$ cat src/rtl/ctrl_seq.sv
// Fetch/decode/execute sequencer for the project1 processor: owns the PC, IR and
// carry/borrow flags, and drives ALU decode strobes, register-file and data-memory strobes.
module ctrl_seq #(
  parameter logic [15:0] RESET_PC = 16'h0000
) (
  input  logic        clk_pi,
  input  logic        reset_n_pi,
  input  logic        imem_rdy_pi,
  input  logic [15:0] imem_data_pi,
  output logic        imem_req_po,
  output logic [15:0] pc_po,
  output logic [2:0]  reg1_addr_po,
  output logic [2:0]  reg2_addr_po,
  input  logic [15:0] reg1_data_pi,
  input  logic [15:0] reg2_data_pi,
  output logic        arith_1op_po,
  output logic        arith_2op_po,
  output logic        addi_po,
  output logic        subi_po,
  output logic        load_or_store_po,
  output logic        stc_cmd_po,
  output logic        stb_cmd_po,
  output logic [2:0]  alu_func_po,
  output logic [5:0]  immediate_po,
  output logic        carry_flag_po,
  output logic        borrow_flag_po,
  input  logic        alu_carry_pi,
  input  logic        alu_borrow_pi,
  output logic        reg_we_po,
  output logic [2:0]  reg_waddr_po,
  output logic        dmem_req_po,
  output logic        dmem_we_po,
  input  logic        dmem_rdy_pi,
  output logic        halted_po
);

  typedef enum logic [2:0] {S_FETCH, S_DECODE, S_EXEC, S_MEM, S_HALTED} state_t;

  // Opcodes 4'hD and 4'hE are unassigned and fall through to the NOP default.
  typedef enum logic [3:0] {
    OP_NOP   = 4'h0, OP_ARITH_2OP = 4'h1, OP_ARITH_1OP = 4'h2, OP_MOVI = 4'h3,
    OP_ADDI  = 4'h4, OP_SUBI      = 4'h5, OP_LOAD      = 4'h6, OP_STOR = 4'h7,
    OP_BEQ   = 4'h8, OP_BGE       = 4'h9, OP_BLE       = 4'hA, OP_BC   = 4'hB,
    OP_J     = 4'hC, OP_CTRL      = 4'hF
  } opcode_t;

  localparam logic [11:0] CTRL_STC   = 12'h001;
  localparam logic [11:0] CTRL_STB   = 12'h002;
  localparam logic [11:0] CTRL_RESET = 12'hAAA;
  localparam logic [11:0] CTRL_HALT  = 12'hFFF;

  state_t      r_state, w_next_state;
  logic [15:0] r_pc, w_next_pc;
  logic [15:0] r_ir;
  logic        r_carry, w_next_carry;
  logic        r_borrow, w_next_borrow;
  logic        r_active;

  opcode_t     w_op;
  logic [11:0] w_ctrl;
  logic        w_ir_load;
  logic        w_decode_valid;
  logic        w_branch_taken;
  logic [15:0] w_pc_inc;
  logic [15:0] w_offset;
  logic        w_imem_req, w_dmem_req, w_reg_we;

  assign w_op           = opcode_t'(r_ir[15:12]);
  assign w_ctrl         = r_ir[11:0];
  assign w_pc_inc       = r_pc + 16'd1;
  assign w_offset       = {{10{r_ir[5]}}, r_ir[5:0]};
  // r_active keeps imem_req_po low while reset is held and rises on the first edge after release.
  assign w_ir_load      = (r_state == S_FETCH) && r_active && imem_rdy_pi;
  assign w_decode_valid = (r_state == S_DECODE) || (r_state == S_EXEC) || (r_state == S_MEM);

  always_comb begin
    w_branch_taken = 1'b0;
    case (w_op)
      OP_BEQ:  w_branch_taken = (reg1_data_pi == reg2_data_pi);
      OP_BGE:  w_branch_taken = (reg1_data_pi >= reg2_data_pi);
      OP_BLE:  w_branch_taken = (reg1_data_pi <= reg2_data_pi);
      OP_BC:   w_branch_taken = r_carry;
      default: w_branch_taken = 1'b0;
    endcase
  end

  always_comb begin
    // NOTE: every output of this block is defaulted first so no path can infer a latch.
    w_next_state  = r_state;
    w_next_pc     = r_pc;
    w_next_carry  = r_carry;
    w_next_borrow = r_borrow;
    w_imem_req    = 1'b0;
    w_dmem_req    = 1'b0;
    w_reg_we      = 1'b0;
    case (r_state)
      S_FETCH: begin
        w_imem_req = r_active;
        if (w_ir_load) w_next_state = S_DECODE;
      end
      S_DECODE: w_next_state = S_EXEC;
      S_EXEC: begin
        w_next_carry  = alu_carry_pi;
        w_next_borrow = alu_borrow_pi;
        w_next_pc     = w_pc_inc;
        w_next_state  = S_FETCH;
        case (w_op)
          OP_ARITH_1OP, OP_ARITH_2OP, OP_MOVI, OP_ADDI, OP_SUBI: w_reg_we = 1'b1;
          OP_LOAD, OP_STOR: begin
            // The PC advances when the data access completes, not here.
            w_next_pc    = r_pc;
            w_next_state = S_MEM;
          end
          OP_BEQ, OP_BGE, OP_BLE, OP_BC:
            if (w_branch_taken) w_next_pc = w_pc_inc + w_offset;
          OP_J: w_next_pc = {r_pc[15:12], r_ir[11:0]};
          OP_CTRL: begin
            if (w_ctrl == CTRL_RESET) begin
              w_next_pc     = RESET_PC;
              w_next_carry  = 1'b0;
              w_next_borrow = 1'b0;
            end else if (w_ctrl == CTRL_HALT) begin
              w_next_state = S_HALTED;
            end
          end
          default: ;
        endcase
      end
      S_MEM: begin
        w_dmem_req = 1'b1;
        if (dmem_rdy_pi) begin
          w_reg_we     = (w_op == OP_LOAD);
          w_next_pc    = w_pc_inc;
          w_next_state = S_FETCH;
        end
      end
      S_HALTED: ;
      default: w_next_state = S_FETCH;
    endcase
  end

  always_ff @(posedge clk_pi or negedge reset_n_pi) begin
    if (!reset_n_pi) begin
      r_state  <= S_FETCH;
      r_pc     <= RESET_PC;
      r_ir     <= 16'h0000;
      r_carry  <= 1'b0;
      r_borrow <= 1'b0;
      r_active <= 1'b0;
    end else begin
      // NOTE: non-blocking assignments so every register samples pre-edge values.
      r_state  <= w_next_state;
      r_pc     <= w_next_pc;
      r_carry  <= w_next_carry;
      r_borrow <= w_next_borrow;
      r_active <= 1'b1;
      if (w_ir_load) r_ir <= imem_data_pi;
    end
  end

  assign imem_req_po      = w_imem_req;
  assign pc_po            = r_pc;
  assign reg1_addr_po     = r_ir[8:6];
  assign reg2_addr_po     = (w_op == OP_STOR) ? r_ir[11:9] : r_ir[5:3];
  assign arith_1op_po     = w_decode_valid && (w_op == OP_ARITH_1OP);
  assign arith_2op_po     = w_decode_valid && (w_op == OP_ARITH_2OP);
  assign addi_po          = w_decode_valid && (w_op == OP_ADDI);
  assign subi_po          = w_decode_valid && (w_op == OP_SUBI);
  assign load_or_store_po = w_decode_valid && ((w_op == OP_LOAD) || (w_op == OP_STOR));
  assign stc_cmd_po       = w_decode_valid && (w_op == OP_CTRL) && (w_ctrl == CTRL_STC);
  assign stb_cmd_po       = w_decode_valid && (w_op == OP_CTRL) && (w_ctrl == CTRL_STB);
  assign alu_func_po      = r_ir[2:0];
  assign immediate_po     = r_ir[5:0];
  assign carry_flag_po    = r_carry;
  assign borrow_flag_po   = r_borrow;
  assign reg_we_po        = w_reg_we;
  assign reg_waddr_po     = r_ir[11:9];
  assign dmem_req_po      = w_dmem_req;
  assign dmem_we_po       = w_dmem_req && (w_op == OP_STOR);
  assign halted_po        = (r_state == S_HALTED);

endmodule
$ cat config.mk
export PLATFORM = sky130hd
export DESIGN_NAME = ctrl_seq
export DESIGN_NICKNAME = d
export VERILOG_FILES = /design/src/rtl/ctrl_seq.sv
export SDC_FILE = /design/constraint.sdc
export NUM_CORES = 1
export LEC_CHECK = 0
export CAP_MARGIN = 20
export CORE_UTILIZATION = 40
export DETAILED_ROUTE_END_ITERATION = 7
export GPL_ROUTABILITY_DRIVEN = 0
export PLACE_DENSITY = 0.68
export SLEW_MARGIN = 20
export SYNTH_ARGS = -nofsm -noshare
export SYNTH_HDL_FRONTEND = slang
export SYNTH_SLANG_ARGS = --single-unit
$ cat constraint.sdc
create_clock -name clk_pi -period 4 [get_ports clk_pi]
set_clock_uncertainty 0.1 [all_clocks]
set_input_delay 0.8 -clock clk_pi [delete_from_list [all_inputs] [get_ports clk_pi]]
set_output_delay 0.8 -clock clk_pi [all_outputs]
set_load 0.01 [all_outputs]
; After elaboration in Yosys (flattened, before gate mapping)
; Cells that the tools add are included.
[totals]
regBits = 38
input_bits = 54
[op_classes]
n_addsub = 2
magnitude_cmp = 2
n_eq_ne = 26
muxes = 22
bitwise_logic = 1
reduce_logical = 22
[ops]
columns = operator, n
row1 = 16-bit case mux with 4 select lines, 1
row2 = 16-bit 2-to-1 mux, 3
row3 = 16-bit case mux with 2 select lines, 1
row4 = "12-bit == test, second input constant", 2
row5 = "4-bit == test, second input constant", 6
row6 = "16-bit by 1-bit adder with 16-bit output, second input constant", 1
row7 = 16-bit adder, 1
row8 = 16-bit == test, 1
row9 = "4-bit by 3-bit == test with 1-bit output, second input constant", 4
row10 = 16-bit >= comparator, 1
row11 = 16-bit <= comparator, 1
row12 = 3-bit 2-to-1 mux, 5
row13 = 3-bit case mux with 5 select lines, 1
row14 = "12-bit by 1-bit == test with 1-bit output, second input constant", 1
row15 = "12-bit by 2-bit == test with 1-bit output, second input constant", 1
row16 = 1-bit logical AND, 11
row17 = "4-bit by 2-bit == test with 1-bit output, second input constant", 2
row18 = 1-bit 2-to-1 mux, 8
row19 = "2-bit != test, second input constant", 4
row20 = "3-bit by 2-bit == test with 1-bit output, second input constant", 2
row21 = 3-bit case mux with 2 select lines, 1
row22 = 3-bit AND reduction, 2
row23 = 5-bit OR reduction, 1
row24 = "4-bit by 1-bit == test with 1-bit output, second input constant", 1
row25 = other kinds (11), 13

; Depth between registers and ports, before layout
; Gate-level depths: netlist (run 1).
[logic_depth]
ltp_word = 5
ltp_mapped = 16
ltp_nobuf = 16

; Worst setup path before layout (run 1)
; No wires, ideal clock.
[synth_timing]
kind = reg-to-reg
start = reg r_pc[0] (netlist: pc_po[0])
end = reg r_pc[15] (netlist: pc_po[15])
setup_ps = 87
arrival_ps = 3150
slack_ps = 663
path_stages_with_launch = 15
n_path_buf = 0
period_less_slack_ps = 3337
path_cell_list = dfrtp_1 ha_1 nand3_1 nor2_1 nand3_1 nor2_1 xor2_1 ha_1 a211o_1 o31ai_1 a31oi_1 xor2_1 nand2_1 xor2_1 o211ai_1
[synth_via]
elab_chain_cells = 5
elab_cells_between_ends = 7
cone_classes = add/sub: 2 / mux: 5
[synth_rtl]
columns = item, line
row1 = from (decl), 53  ; logic [15:0] r_pc, w_next_pc;
row2 = from (signal assigned), 153  ; r_pc <= w_next_pc;
row3 = 16-bit by 1-bit adder with 16-bit output (*), 70  ; assign w_pc_inc = r_pc + 16'd1;
row4 = 16-bit adder, 115  ; if (w_branch_taken) w_next_pc = w_pc_inc + w_offset;
row5 = 16-bit 2-to-1 mux, 115
row6 = 16-bit case mux with 4 select lines, 107  ; case (w_op)
row7 = 16-bit case mux with 2 select lines (*), 96  ; case (r_state)
; Mark *: on every way between the ends. The rest lies on a longest branch, timed or not. The select of a mux whose other input is x is not followed.
; A chain may end at the register's enable or synchronous reset.

; Worst setup path in the final report (run 1)
; Same ends and word-level chain as after synthesis.

==> flow_metrics.py, run 1 <==
metrics = {
    "run_status": {
        "status": "complete, but fails checks",
        "violations": "DRC",
    },
    "yosys": {
        "syn-num-nets": 534,
        "ys_warn_count": 0,
        "avgSynthCellArea_um2": 8.341,
        "synth_cells": 447,
        "ys_async_sr_fraction_pct": 100.0,
        "synth-seq-cells": 38,
        "synth_ff_type": "dfrtp_1",
        "yosysUniqueCellTypes": 69,
        "synth-seq-area-share_pct": 25.50,
        "netlist_area_mm2": 0.003729,
        "synth_enable_flop_cells": 0,
    },
    "setup_path": {
        "reg2reg_from": "pc_po[0]",
        "arrival_ps": 3720,
        "r2r-end": "pc_po[15]",
        "worstPathMaxFanout": 6,
        "cp-end-kind": "register",
        "rrSetupSlack_ps": 350,
        "crit_path_cell_trace": "ha_2, nand3_1, nor2_1, buf_4, xnor2_1, ha_1, a211o_1, o21a_1, o31ai_1, a31oi_1, xor2_1, buf_4, a41oi_1, o211ai_1",
        "reg2reg_depth": 14,
        "max_stage_delay_ps": 440,
        "cp.required_ps": 4070,
        "slowest_stage": "dfrtp_1",
        "worstSetupStartpointType": "register",
        "cpMostUsedCell": "buf_4",
        "critical_path_class": "reg -> reg",
    },
    "power": {
        "power_density_mw_per_mm2": 852.7,
        "leakagePower_nw": 2.010,
        "vdd.ir_drop.worst_mv": 0.4042,
    },
    "layout": {
        "fin_nets": 623,
        "layout_commonest_cell": "clkdlybuf4s50_1",
        "n_antenna_cell": 0,
        "most-common-layout-cells": "clkdlybuf4s50_1, nand2_1, dfrtp_1",
        "fin_util_pct": 54.66,
        "syn_to_final_growth_pct": 30.34,
        "drive_above_1_share_pct": 10.99,
    },
    "sta": {
        "slew_viol_final": 0,
        "min_period_ps": 3653,
        "fmax_mhz": 273.8,
        "setup_viol": 0,
        "relSlewSlack_pct": 41.06,
        "fin_crit_sh_pct": 91.32,
        "hold_viol": 0,
        "worstMarginPinSlew_ps": 877.3,
        "rsz0062_at_grt": "false",
        "finalSetupTns_ps": 0,
    },
    "global_routing": {
        "grt_pass1_vias": 3665,
        "grt_pass1_wl_um": 17860,
        "overflow": 0,
        "grt_max_degree": 39,
        "antenna_found_initial": 0,
        "grt_usage_pct": 22.74,
    },
    "clocking": {
        "cts_buffers": 5,
        "cts_root_buf": "clkbuf_8",
        "cts_buffer_depth": 2,
        "htreeDepth": 2,
        "cts.sinks": 38,
        "cts_hold_buf": 0,
        "clk_pin_slew_worst_paths_ps": 80,
        "tritoncts": "yes",
        "clk_latency_ps": 290,
    },
    "min_path": {
        "hp-class": "reg -> reg",
        "hp-start": "borrow_flag_po",
        "holdPathStages": 1,
        "whs_endpoint": "borrow_flag_po",
    },
    "floorplanning": {
        "row_count": 34,
        "die_area_mm2": 0.009711,
        "ios": 102,
        "die_w_um": 98.55,
        "die_h_um": 98.55,
        "start_util_pct": 41.94,
        "core_mm2": 0.008891,
    },
    "drt": {
        "vias": 3730,
        "wirelength_um": 10550,
        "viasPerCell": 5.783,
        "drc": 4,
        "ant_nets": 0,
        "route.detailed.wl_per_inst_um": 16.36,
        "first_pass_iters": 7,
        "drtIter0Drc": 289,
    },
    "place": {
        "io_buffers": 101,
        "place_hpwl_um": 8289,
    },
    "run": {
        "drv_cap": 0,
    },
}
[routing by layer]
| metal | part of all wire [%] | GRT usage (%) | vias up |
|---|---|---|---|
| met5 | 0 | 0 | - |
| met4 | 1.4 | 5.396 | 0 |
| met3 | 6.7 | 3.688 | 21 |
| met2 | 46 | 37.81 | 144 |
| met1 | 45 | 30.99 | 1763 |
| li1 | - | - | 1802 |
[synthesized netlist by cell type, drive strengths merged, types with 3 or more instances]
library cell   n  area share (%)
nand2         42             4.4
nor2          39             4.6
dfrtp         38              26
a21oi         36             4.8
ha            32              11
inv           30             3.0
o21ai         22             3.3
mux2          20             6.0
nand3         19             2.6
buf           18             3.6
xnor2         15             3.5
nor3          13             2.1
nand4         12             2.0
clkbuf         8             1.1
xor2           8             1.9
a31oi          6             1.0
nand2b         6             1.2
o211ai         6             1.3
o21a           6             1.2
nor2b          4            0.67
nor3b          4            0.81
a211o          3            0.70
a211oi         3            0.60
a221oi         3            0.87
and2           3            0.57
nor4           3            0.50
o22ai          3            0.50
or3            3            0.50
[repair_timing]
| action | in CTS | in global routing |
|---|---|---|
| setup endpoints to repair | 0 | 1 |
| resized for setup | 0 | 1 |
| setup buffers | 0 | 1 |
[power breakdown]
group / internal [mW] / switching, mW / leakage [nW]
sequential: 0.560 / 0.353 / 0.454
combinational: 1.36 / 1.56 / 1.50
clock: 0.174 / 0.138 / 0.0575
[stage by stage]
stage / cells / worst slack [ps] / hold WS, ps / instance area [µm²] / power (mW)
after global placement: 636 / 351.2 / 396.9 / 4740 / 3.707
after floorplan: 447 / 663.0 / 394.4 / 3729 / 2.855
after detailed placement: 636 / 234.8 / 418.6 / 4740 / 3.763
final: 645 / 347.1 / 431.5 / 4860 / 4.144
after CTS: 644 / 323.8 / 435.4 / 4850 / 4.099
after global routing: 645 / 4.295 / 465.2 / 4860 / 4.514
[area by class of cell]
class                           instances  area [µm²]
Multi-Input combinational cell        353        2492
Sequential cell                        38       950.9
Timing Repair Buffer                  108        1059
Clock buffer                            8       110.1
Tap cell                              108       135.1
Fill cell                             813        4031
Inverter                               30       112.6
[logic make-up (layout without fill, tap and decap cells)]
family	after synthesis	in the layout	synth area share [%]
compound gates	112	112	20.07
xor+xnor	23	23	5.403
fa+ha+maj	33	33	11.28
buf+inv	56	146	7.718
flops	38	38	25.50
mux	22	22	6.913
other cells	1	1	0.1006
simple gates	162	162	23.02
[flip-flops by register name, summed over array words and instances, names as in the netlist]
signal          flops
borrow_flag_po      1
carry_flag_po       1
pc_po              16
r_active            1
r_ir               16
r_state             3
[worst max path at each step]
| stage | from | end | slack, ps | cells after the start |
|---|---|---|---|---|
| floorplan | pc_po[0] | pc_po[15] | 660 | 14 |
| global placement | reg2_data_pi[14] | pc_po[1] | 350 | 12 |
| detailed placement | reg2_data_pi[14] | pc_po[1] | 230 | 12 |
| CTS | pc_po[0] | pc_po[15] | 320 | 14 |
| global route | pc_po[0] | pc_po[15] | 4 | 17 |
| finish | pc_po[0] | pc_po[15] | 350 | 14 |
[critical path: cells and delay by family (launching register included)]
kind / cells / cell delay, ps
flip-flops: 1 / 440
buffers and inverters: 2 / 320
adder cells (fa/ha/maj): 2 / 550
XOR/XNOR: 2 / 340
AND/OR/NAND/NOR: 2 / 370
AO/OA/AOI/OAI: 6 / 1420
(Power assumes the default switching activity.)
==> inputs of run 2 (changes only) <==
ABC_CLOCK_PERIOD_IN_PS = 4000   (was unset)
CTS_BUF_LIST = sky130_fd_sc_hd__clkbuf_8   (was unset)
==> results of run 2 <==
No change in the layout: final DEF, timing and power equal those of run 1.
==> inputs of run 3 (changes only) <==
CAP_MARGIN = 15   (was 20)
CTS_CLUSTER_SIZE = 25   (was unset)
==> results of run 3 <==
No change in the layout: final DEF, timing and power equal those of run 1.
